$ cat src/rtl/fetch_pkg.sv
// Shared types and helpers for the queued fetch stage.
package fetch_pkg;

   localparam logic [31:0] NOP_INSN = 32'h0000_0013;
   localparam logic [6:0]  OPC_JAL  = 7'b1101111;

   typedef struct packed {
      logic [31:0] pc;
      logic [31:0] instruction;
      logic        predicted;
   } q_entry_t;

   function automatic logic [31:0] j_imm(input logic [31:0] insn);
      return {{12{insn[31]}}, insn[19:12], insn[20],
              insn[30:21], 1'b0};
   endfunction

endpackage

$ cat src/rtl/fetch_fifo.sv
// Synchronous FIFO with clear; push and pop may coincide at any level.
module fetch_fifo #(
   parameter int WIDTH = 32,
   parameter int DEPTH = 4,
   localparam int AW = (DEPTH > 1) ? $clog2(DEPTH) : 1,
   localparam int CW = $clog2(DEPTH + 1)
) (
   input  logic             clk,
   input  logic             rst,
   input  logic             clear,
   input  logic             push,
   input  logic [WIDTH-1:0] push_data,
   input  logic             pop,
   output logic [WIDTH-1:0] pop_data,
   output logic             empty,
   output logic             full,
   output logic [CW-1:0]    count
);

   logic [WIDTH-1:0] mem [2**AW];
   logic [AW-1:0]    wr_ptr;
   logic [AW-1:0]    rd_ptr;
   logic             do_push;
   logic             do_pop;

   assign empty    = (count == '0);
   assign full     = (count == CW'(DEPTH));
   assign do_pop   = pop && !empty;
   assign do_push  = push && (!full || do_pop);
   assign pop_data = mem[rd_ptr];

   always_ff @(posedge clk) begin
      if (!rst || clear) begin
         wr_ptr <= '0;
         rd_ptr <= '0;
         count  <= '0;
      end else begin
         if (do_push) wr_ptr <= wr_ptr + AW'(1);
         if (do_pop)  rd_ptr <= rd_ptr + AW'(1);
         count <= count + CW'(do_push) - CW'(do_pop);
      end
   end

   always_ff @(posedge clk) begin
      if (do_push) mem[wr_ptr] <= push_data;
   end

endmodule

$ cat src/rtl/fetch_queue_stage.sv
// Queued fetch with in-order imem port and redirect drop counting.
// FETCH_JAL_PREDECODE_EN enables JAL predecode redirect in fetch.
module fetch_queue_stage
   import fetch_pkg::*;
#(
   parameter int              XLEN            = 32,
   parameter logic [XLEN-1:0] RESET_PC        = '0,
   parameter int              QUEUE_DEPTH     = 4,
   parameter int              MAX_OUTSTANDING = 2
) (
   input  logic            clk,
   input  logic            rst,
   input  logic            pc_en,
   input  logic            jump_en,
   input  logic [XLEN-1:0] pc_jump_addr,
   output logic            imem_req_valid,
   input  logic            imem_req_ready,
   output logic [XLEN-1:0] imem_req_addr,
   input  logic            imem_rsp_valid,
   input  logic [31:0]     imem_rsp_data,
   output logic            inst_valid,
   output logic [31:0]     instruction,
   output logic [XLEN-1:0] pc,
   output logic            inst_predicted
);

   localparam int QCW = $clog2(QUEUE_DEPTH + 1);
   localparam int OCW = $clog2(MAX_OUTSTANDING + 1);

   logic            running;
   logic [XLEN-1:0] fetch_pc;
   logic [OCW-1:0]  drop_cnt;
   logic [OCW-1:0]  outstanding;
   logic [OCW-1:0]  out_next;
   logic [QCW-1:0]  q_count;
   logic            q_empty;
   logic            q_full;
   logic            tag_empty;
   logic            tag_full;
   logic [XLEN-1:0] tag;
   q_entry_t        q_in;
   q_entry_t        q_head;
   logic            accept;
   logic            rsp_take;
   logic            keep;
   logic            jal_hit;
   logic            q_pop;

   // Queue space is reserved at issue so responses never overflow it.
   assign imem_req_valid = running && !tag_full && !q_full &&
      (int'(q_count) + int'(outstanding) < QUEUE_DEPTH);
   assign imem_req_addr  = fetch_pc;

   assign accept   = imem_req_valid && imem_req_ready;
   assign rsp_take = imem_rsp_valid && !tag_empty;
   assign keep     = rsp_take && (drop_cnt == '0);
   assign out_next = outstanding + OCW'(accept) - OCW'(rsp_take);
   assign q_pop    = !q_empty && pc_en;

`ifdef FETCH_JAL_PREDECODE_EN
   assign jal_hit = keep && (imem_rsp_data[6:0] == OPC_JAL);
`else
   assign jal_hit = 1'b0;
`endif

   assign q_in = '{pc: 32'(tag),
                   instruction: imem_rsp_data,
                   predicted: jal_hit};

   always_ff @(posedge clk) begin
      if (!rst) begin
         running  <= 1'b0;
         fetch_pc <= RESET_PC;
         drop_cnt <= '0;
      end else begin
         running <= 1'b1;
         if (jump_en) begin
            fetch_pc <= pc_jump_addr & ~XLEN'(3);
            drop_cnt <= out_next;
         end else if (jal_hit) begin
            fetch_pc <= tag + XLEN'($signed(j_imm(imem_rsp_data)));
            drop_cnt <= out_next;
         end else begin
            if (accept) fetch_pc <= fetch_pc + XLEN'(4);
            if (rsp_take && drop_cnt != '0)
               drop_cnt <= drop_cnt - OCW'(1);
         end
      end
   end

   fetch_fifo #(
      .WIDTH($bits(q_entry_t)),
      .DEPTH(QUEUE_DEPTH)
   ) u_queue (
      .clk      (clk),
      .rst      (rst),
      .clear    (jump_en),
      .push     (keep),
      .push_data(q_in),
      .pop      (q_pop),
      .pop_data (q_head),
      .empty    (q_empty),
      .full     (q_full),
      .count    (q_count)
   );

   fetch_fifo #(
      .WIDTH(XLEN),
      .DEPTH(MAX_OUTSTANDING)
   ) u_tags (
      .clk      (clk),
      .rst      (rst),
      .clear    (1'b0),
      .push     (accept),
      .push_data(fetch_pc),
      .pop      (rsp_take),
      .pop_data (tag),
      .empty    (tag_empty),
      .full     (tag_full),
      .count    (outstanding)
   );

   assign inst_valid     = !q_empty;
   assign instruction    = inst_valid ? q_head.instruction : NOP_INSN;
   assign pc             = inst_valid ? XLEN'(q_head.pc) : '0;
   assign inst_predicted = inst_valid && q_head.predicted;

endmodule

$ cat config.mk
export PLATFORM = sky130hd
export DESIGN_NAME = fetch_queue_stage
export DESIGN_NICKNAME = d
export VERILOG_FILES = /design/src/rtl/fetch_pkg.sv /design/src/rtl/fetch_fifo.sv /design/src/rtl/fetch_queue_stage.sv
export SDC_FILE = /design/constraint.sdc
export NUM_CORES = 1
export LEC_CHECK = 0
export CAP_MARGIN = 5
export CORE_AREA = 2 2 165 167
export DETAILED_ROUTE_END_ITERATION = 6
export DIE_AREA = 0 0 167 169
export PLACE_DENSITY = 0.85
export SLEW_MARGIN = 20
export SYNTH_ARGS = -nofsm -noshare
export SYNTH_HDL_FRONTEND = slang
export SYNTH_SLANG_ARGS = --single-unit
$ cat constraint.sdc
create_clock -name clk -period 3.5 [get_ports clk]
set_clock_uncertainty 0.1 [all_clocks]
set_input_delay 0.525 -clock clk [delete_from_list [all_inputs] [get_ports clk]]
set_output_delay 0.525 -clock clk [all_outputs]
set_load 0.05 [all_outputs]
==> impl_metrics.csv, run 1 <==
group,metric,value,unit
status,status,"completed",
critical_path,reg2regPathDepth,11,
clocking,cts_tree,"yes",
pwr,seqPwrFrac,46.4,%
critical_path,cp-start-kind,"flip-flop",
yosys,synth_edf_count,308,
critical_path,cp.required,2.87,ns
global_routing,antenna_found_initial,1,
pwr,power,11.1,mW
floorplanning,initial_core_util,53.8,%
layout,num_antenna_cells,0,
yosys,netlist_instances,826,
drt,drt_first_pass_iters,5,
hold_path,holdCritPathClass,"reg2reg",
timing,fmax,311,MHz
pwr,p_per_area,640,nW/um^2
yosys,synth_top_family_by_area,"multiplexers",
critical_path,cp_max_fo,14,
floorplanning,rows,60,
floorplanning,io_pins,169,
drt,drt-total-wl,29300,um
yosys,netlist-cell-type-count,51,
placed_design,gp_congestion,0.810,
pwr,leakage,5.78,nW
clocking,cts_setup_buffers,0,
pwr,p_sw_share,27.5,%
clocking,numCtsBuffers,36,
clocking,path_clk_slew,0.06,ns
timing,layout_min_cycle_time,3.22,ns
layout,drive_gt1_share,23.4,%
layout,area_growth,22.1,%
yosys,synth-xor-area-share,0.798,%
global_routing,grt_usage,21.0,%
timing,worst_pin_slew,0.843,ns
yosys,synthSimpleGateAreaFrac,7.89,%
yosys,ys_async_sr_fraction,0,%
hold_path,hp-start,"u_queue.rd_ptr[1]",
timing,rsz0062_at_grt,"no",
timing,hold_violations,0,
timing,finalSetupViolCount,0,
global_routing,grt_pass1_vias,8261,
clocking,cts.sinks,355,
yosys,ys.flop_type,"edfxtp_1",
yosys,synthMuxAreaShare,12.2,%
critical_path,rrSetupSlack,0.71,ns
drt,postRouteAntennaNets,0,
drt,drtIter0Drc,648,
floorplanning,dieWidth,167,um
critical_path,worstPathArrival,2.60,ns
critical_path,cp-end-kind,"primary output",
placed_design,port_buffers,161,
critical_path,r2r-end,"u_queue.count[2]",
clocking,cts-root-buf,"clkbuf_16",
timing,finalMaxSlewViolations,0,
job,maxCapViolCount,0,
clocking,holdBufCountCts,0,
global_routing,grt_pass1_wl,45800,um
global_routing,grt-ovfl-total,0,
timing,setup_tns,0,ns
yosys,syn_area,14300,sq um
pwr,p_int,8.08,mW
critical_path,rr_startpoint,"u_queue.count[1]",
pwr,p_sw,3.06,mW
yosys,synthAdderAreaFrac,1.28,%
yosys,synth_area_per_cell,17.3,sq um
critical_path,crit_type,"reg2out",
floorplanning,die_h,169,um
layout,layout_common_cells,"edfxtp_1, clkdlybuf4s50_1, buf_4",
yosys,synth_compound_area_share,4.21,%
timing,period_share,92.0,%
drt,wire_per_inst,21.4,um
drt,vias,8028,
floorplanning,die_area,28200,sq um
drt,drc,0,
pwr,p_clk_share,33.5,%
global_routing,grt_max_degree,42,
timing,slew_headroom,43.7,%
hold_path,whs_path_depth,2,
clocking,h-tree-depth,2,
drt,viasPerCell,5.88,
yosys,synth-seq-area-share,71.4,%
pwr,peakVddDrop,489,uV
pwr,pwr-share-comb,20.1,%
clocking,clk_latency,0.51,ns
layout,n_fill_cell,1799,
floorplanning,coreArea,26500,sq um
yosys,ys_seq_elements,355,
placed_design,hpwl,18600,um
layout,layout_commonest_cell,"edfxtp_1",
yosys,yosysWarnings,0,
layout,nNetsFinal,1083,
clocking,cts_max_path_buffers,3,
==> flip-flops by register name, indices dropped and copies added (netlist names), named ones only <==
signal          cells
u_queue.count       3
running             1
u_tags.mem         60
u_queue.wr_ptr      2
u_tags.wr_ptr       1
imem_req_addr      30
u_queue.mem       248
u_queue.rd_ptr      2
u_tags.rd_ptr       1
drop_cnt            2
u_tags.count        2
==> cell usage after synthesis (all sizes together), types with 13 or more instances <==
library cell  count  share of area (%)
ha               13                1.1
and2             71                3.1
nand2            18               0.47
a31oi            16               0.70
nor2             20               0.53
o21ai            30                1.1
buf              14               0.61
dfxtp            47                6.6
edfxtp          308                 65
mux4             62                9.8
mux2             30                2.4
or4              13               0.68
clkbuf           39                1.0
inv              19               0.50
==> worst max-delay path: stages, from the launching register on <==
cell and delay, ns:
dfxtp_4 0.54, mux4_2 0.54, or2_2 0.29, clkdlybuf4s50_1 0.72
==> layer usage <==
| layer | global-route usage [%] | vias up | routed length, um |
|---|---|---|---|
| met5 | 0 | - | 13 |
| li1 | - | 3601 | - |
| met1 | 27.4 | 4057 | 11700 |
| met3 | 4.28 | 51 | 2020 |
| met2 | 35.7 | 317 | 14800 |
| met4 | 6.41 | 2 | 696 |
==> logic make-up after synthesis <==
group / after synthesis
DFF: 355
and+or+nand+nor: 191
muxes: 93
AOI/OAI and AO/OA: 86
buffers and inverters: 73
adders and majority gates: 14
xor gates and xnor gates: 13
other: 1
==> power by group through the flow <==
stage | clock network (mW) | registers [mW] | logic, mW
2_1_floorplan | 0 | 5.27 | 1.46
3_3_place_gp | 0 | 5.22 | 2.20
3_5_place_dp | 0 | 5.25 | 2.26
4_1_cts | 3.80 | 5.16 | 2.27
5_1_grt | 3.95 | 5.19 | 2.40
6_report | 3.73 | 5.16 | 2.24
==> cell type report <==
type | instances | area (sq um) | area share [%]
flip-flops and latches | 355 | 10200 | 58.5
multi-input cells | 402 | 3800 | 21.8
inverters | 20 | 75.1 | 0.431
repair buffers | 184 | 1760 | 10.1
well taps | 341 | 427 | 2.45
clock buffers | 44 | 952 | 5.47
clock inverters | 20 | 203 | 1.16
==> per-stage QoR <==
step | utilization, % | setup WS (ns) | instance area, sq um | std cells | hold WS [ns]
floorplan | - | 0.307 | 14300 | 830 | 0.385
global placement | 61.3 | 0.517 | 16300 | 1302 | 0.422
detailed placement | 61.3 | 0.396 | 16300 | 1302 | 0.427
CTS | 65.7 | 0.140 | 17400 | 1366 | 0.449
global route | 65.7 | 0.186 | 17400 | 1366 | 0.477
finish | 65.7 | 0.280 | 17400 | 1366 | 0.456
==> worst max path at each step <==
stage                          start                end  slack (ns)  cells after the start
detailed placement  u_queue.count[1]   u_queue.count[2]        0.40                     11
CTS                 u_queue.count[1]         inst_valid        0.14                      3
finish                     flip-flop     instruction[0]        0.28                      3
floorplan             imem_rsp_valid  u_queue.mem[1][0]        0.31                      5
global placement    u_queue.count[1]   u_queue.count[2]        0.52                     11
global route               flip-flop     instruction[1]        0.19                      3
==> repair_timing <==
action                                  4_1_cts  5_1_grt
hold endpoints to repair                      0        0
endpoints found under the setup margin        0        1
gates resized for setup                       0        1
(Power assumes the default switching activity.)
==> run 2: changes to the inputs <==
--- a/config.mk
+++ b/config.mk
@@ -10,7 +10,7 @@
 export DETAILED_ROUTE_END_ITERATION = 6
 export DIE_AREA = 0 0 167 169
 export PLACE_DENSITY = 0.85
-export SLEW_MARGIN = 20
+export SLEW_MARGIN = 30
 export SYNTH_ARGS = -nofsm -noshare
 export SYNTH_HDL_FRONTEND = slang
 export SYNTH_SLANG_ARGS = --single-unit
==> constraint.sdc (replaced) <==
create_clock -name clk -period 4 [get_ports clk]
set_clock_uncertainty 0.1 [all_clocks]
set_input_delay 0.6 -clock clk [delete_from_list [all_inputs] [get_ports clk]]
set_output_delay 0.6 -clock clk [all_outputs]
set_load 0.05 [all_outputs]
==> run 2 against run 1 <==
Wire length shrank 3.0%. Flip-flop and latch count is the same. Cell count shrank 0.22%. Sequential share of layout area shrank 0.16 points. First-iteration DRC count shrank 3.2%. Largest cell class unchanged. Utilization grew 0.19 points. Register-to-register slack gained 0.39 ns.
==> impl_metrics.csv, run 2 (synthesis results as in run 1) <==
group,metric,value,unit
timing,finalMaxSlewViolations,0,
global_routing,grt_usage,20.2,%
clocking,clk_latency,0.52,ns
timing,slew_headroom,34.8,%
critical_path,crit_type,"reg2out",
placed_design,port_buffers,161,
layout,stdcell_area,17500,sq um
timing,rsz0062_at_grt,"no",
clocking,cts_max_path_buffers,3,
hold_path,holdCritPathClass,"reg2reg",
placed_design,post_dp_cell_area,16300,sq um
floorplanning,rows,60,
floorplanning,coreArea,26500,sq um
drt,vias,7904,
global_routing,grt-ovfl-total,0,
pwr,p_per_area,554,nW/um^2
timing,fmax,273,MHz
pwr,peakVddDrop,339,uV
clocking,cts.sinks,355,
clocking,cts-root-buf,"clkbuf_16",
floorplanning,io_pins,169,
job,maxCapViolCount,0,
critical_path,cp-start-kind,"flip-flop",
global_routing,grt_pass1_wl,44500,um
drt,viasPerCell,5.80,
critical_path,cp-end-kind,"primary output",
layout,nNetsFinal,1079,
layout,num_antenna_cells,0,
placed_design,hpwl,17600,um
drt,drt_first_pass_iters,5,
clocking,holdBufCountCts,0,
layout,n_fill_cell,1767,
timing,hold_violations,0,
timing,worst_pin_slew,0.975,ns
pwr,leakage,5.60,nW
clocking,h-tree-depth,2,
floorplanning,initial_core_util,53.8,%
clocking,path_clk_slew,0.06,ns
clocking,cts_setup_buffers,0,
clocking,cts_tree,"yes",
placed_design,gp_congestion,0.826,
layout,largest_reg_flops,248,
timing,finalSetupViolCount,0,
layout,area_growth,22.4,%
floorplanning,die_h,169,um
drt,postRouteAntennaNets,0,
layout,regMostFlops,"u_queue.mem",
global_routing,grt_max_degree,63,
floorplanning,die_area,28200,sq um
drt,drtIter0Drc,627,
layout,layout_common_cells,"edfxtp_1, clkdlybuf4s50_1, and2_1",
status,status,"completed",
drt,wire_per_inst,20.8,um
layout,drive_gt1_share,16.9,%
timing,period_share,91.7,%
timing,setup_tns,0,ns
global_routing,antenna_found_initial,0,
layout,layout_commonest_cell,"edfxtp_1",
critical_path,cp.required,3.30,ns
pwr,power,9.68,mW
clocking,numCtsBuffers,36,
timing,layout_min_cycle_time,3.67,ns
critical_path,worstPathArrival,2.97,ns
drt,drt-total-wl,28400,um
global_routing,grt_pass1_vias,8008,
critical_path,cp_max_fo,25,
drt,drc,0,
floorplanning,dieWidth,167,um
[run 2: cell type report]
class	instances	area, sq um	area share (%)
sequential	355	10200	58.4
multi-input combinational	402	3800	21.7
clock buffer	53	1010	5.76
timing repair buffer	180	1840	10.5
tap	341	427	2.44
clock inverter	12	118	0.673
inverter	20	77.6	0.444
[run 2: worst paths after layout]
kind                       end  slack, ns               from  cells past startpoint
min reg2reg  u_tags.mem[0][28]       0.45  imem_req_addr[28]                      0
max reg2reg   u_queue.count[2]       1.10   u_queue.count[1]                     12
max                     pc[14]       0.33          flip-flop                      4
min          u_tags.mem[0][28]       0.45  imem_req_addr[28]                      0
[run 2: stage by stage]
| stage | util (%) | std cells | hold slack (ns) | worst slack, ns |
|---|---|---|---|---|
| after global placement | 61.7 | 1298 | 0.401 | 0.765 |
| after CTS | 65.9 | 1363 | 0.448 | 0.132 |
| after floorplan | - | 830 | 0.385 | 0.732 |
| after detailed placement | 61.7 | 1298 | 0.429 | 0.706 |
| final | 65.9 | 1363 | 0.447 | 0.332 |
| after global routing | 65.9 | 1363 | 0.472 | 0.202 |
[run 2: what timing repair did]
item / in CTS / in global routing
resized for setup: 0 / 1
endpoints found under the setup margin: 0 / 59
hold endpoints to repair: 0 / 0
[run 2: layer usage]
layer,global-route usage [%],share of wire (%),up-vias,wire [um]
li1,-,-,3586,-
met1,28.3,44,4000,12500
met2,33.4,48,278,13700
met3,3.65,5.9,40,1670
met4,4.69,1.7,0,495
met5,0,0,-,0
[run 2: worst max-delay path, cell delays in order, from the launching register on]
cell,delay [ns]
dfxtp_4,0.64
buf_12,0.30
mux4_2,0.52
and2_1,0.19
clkdlybuf4s50_1,0.77
[run 2: power by group]
group          internal (mW)  leakage (nW)  switching, mW
Clock                   1.88         0.539           1.32
Combinational          0.759          1.87           1.19
Sequential              4.38          3.19          0.154
Total                   7.02          5.60           2.66
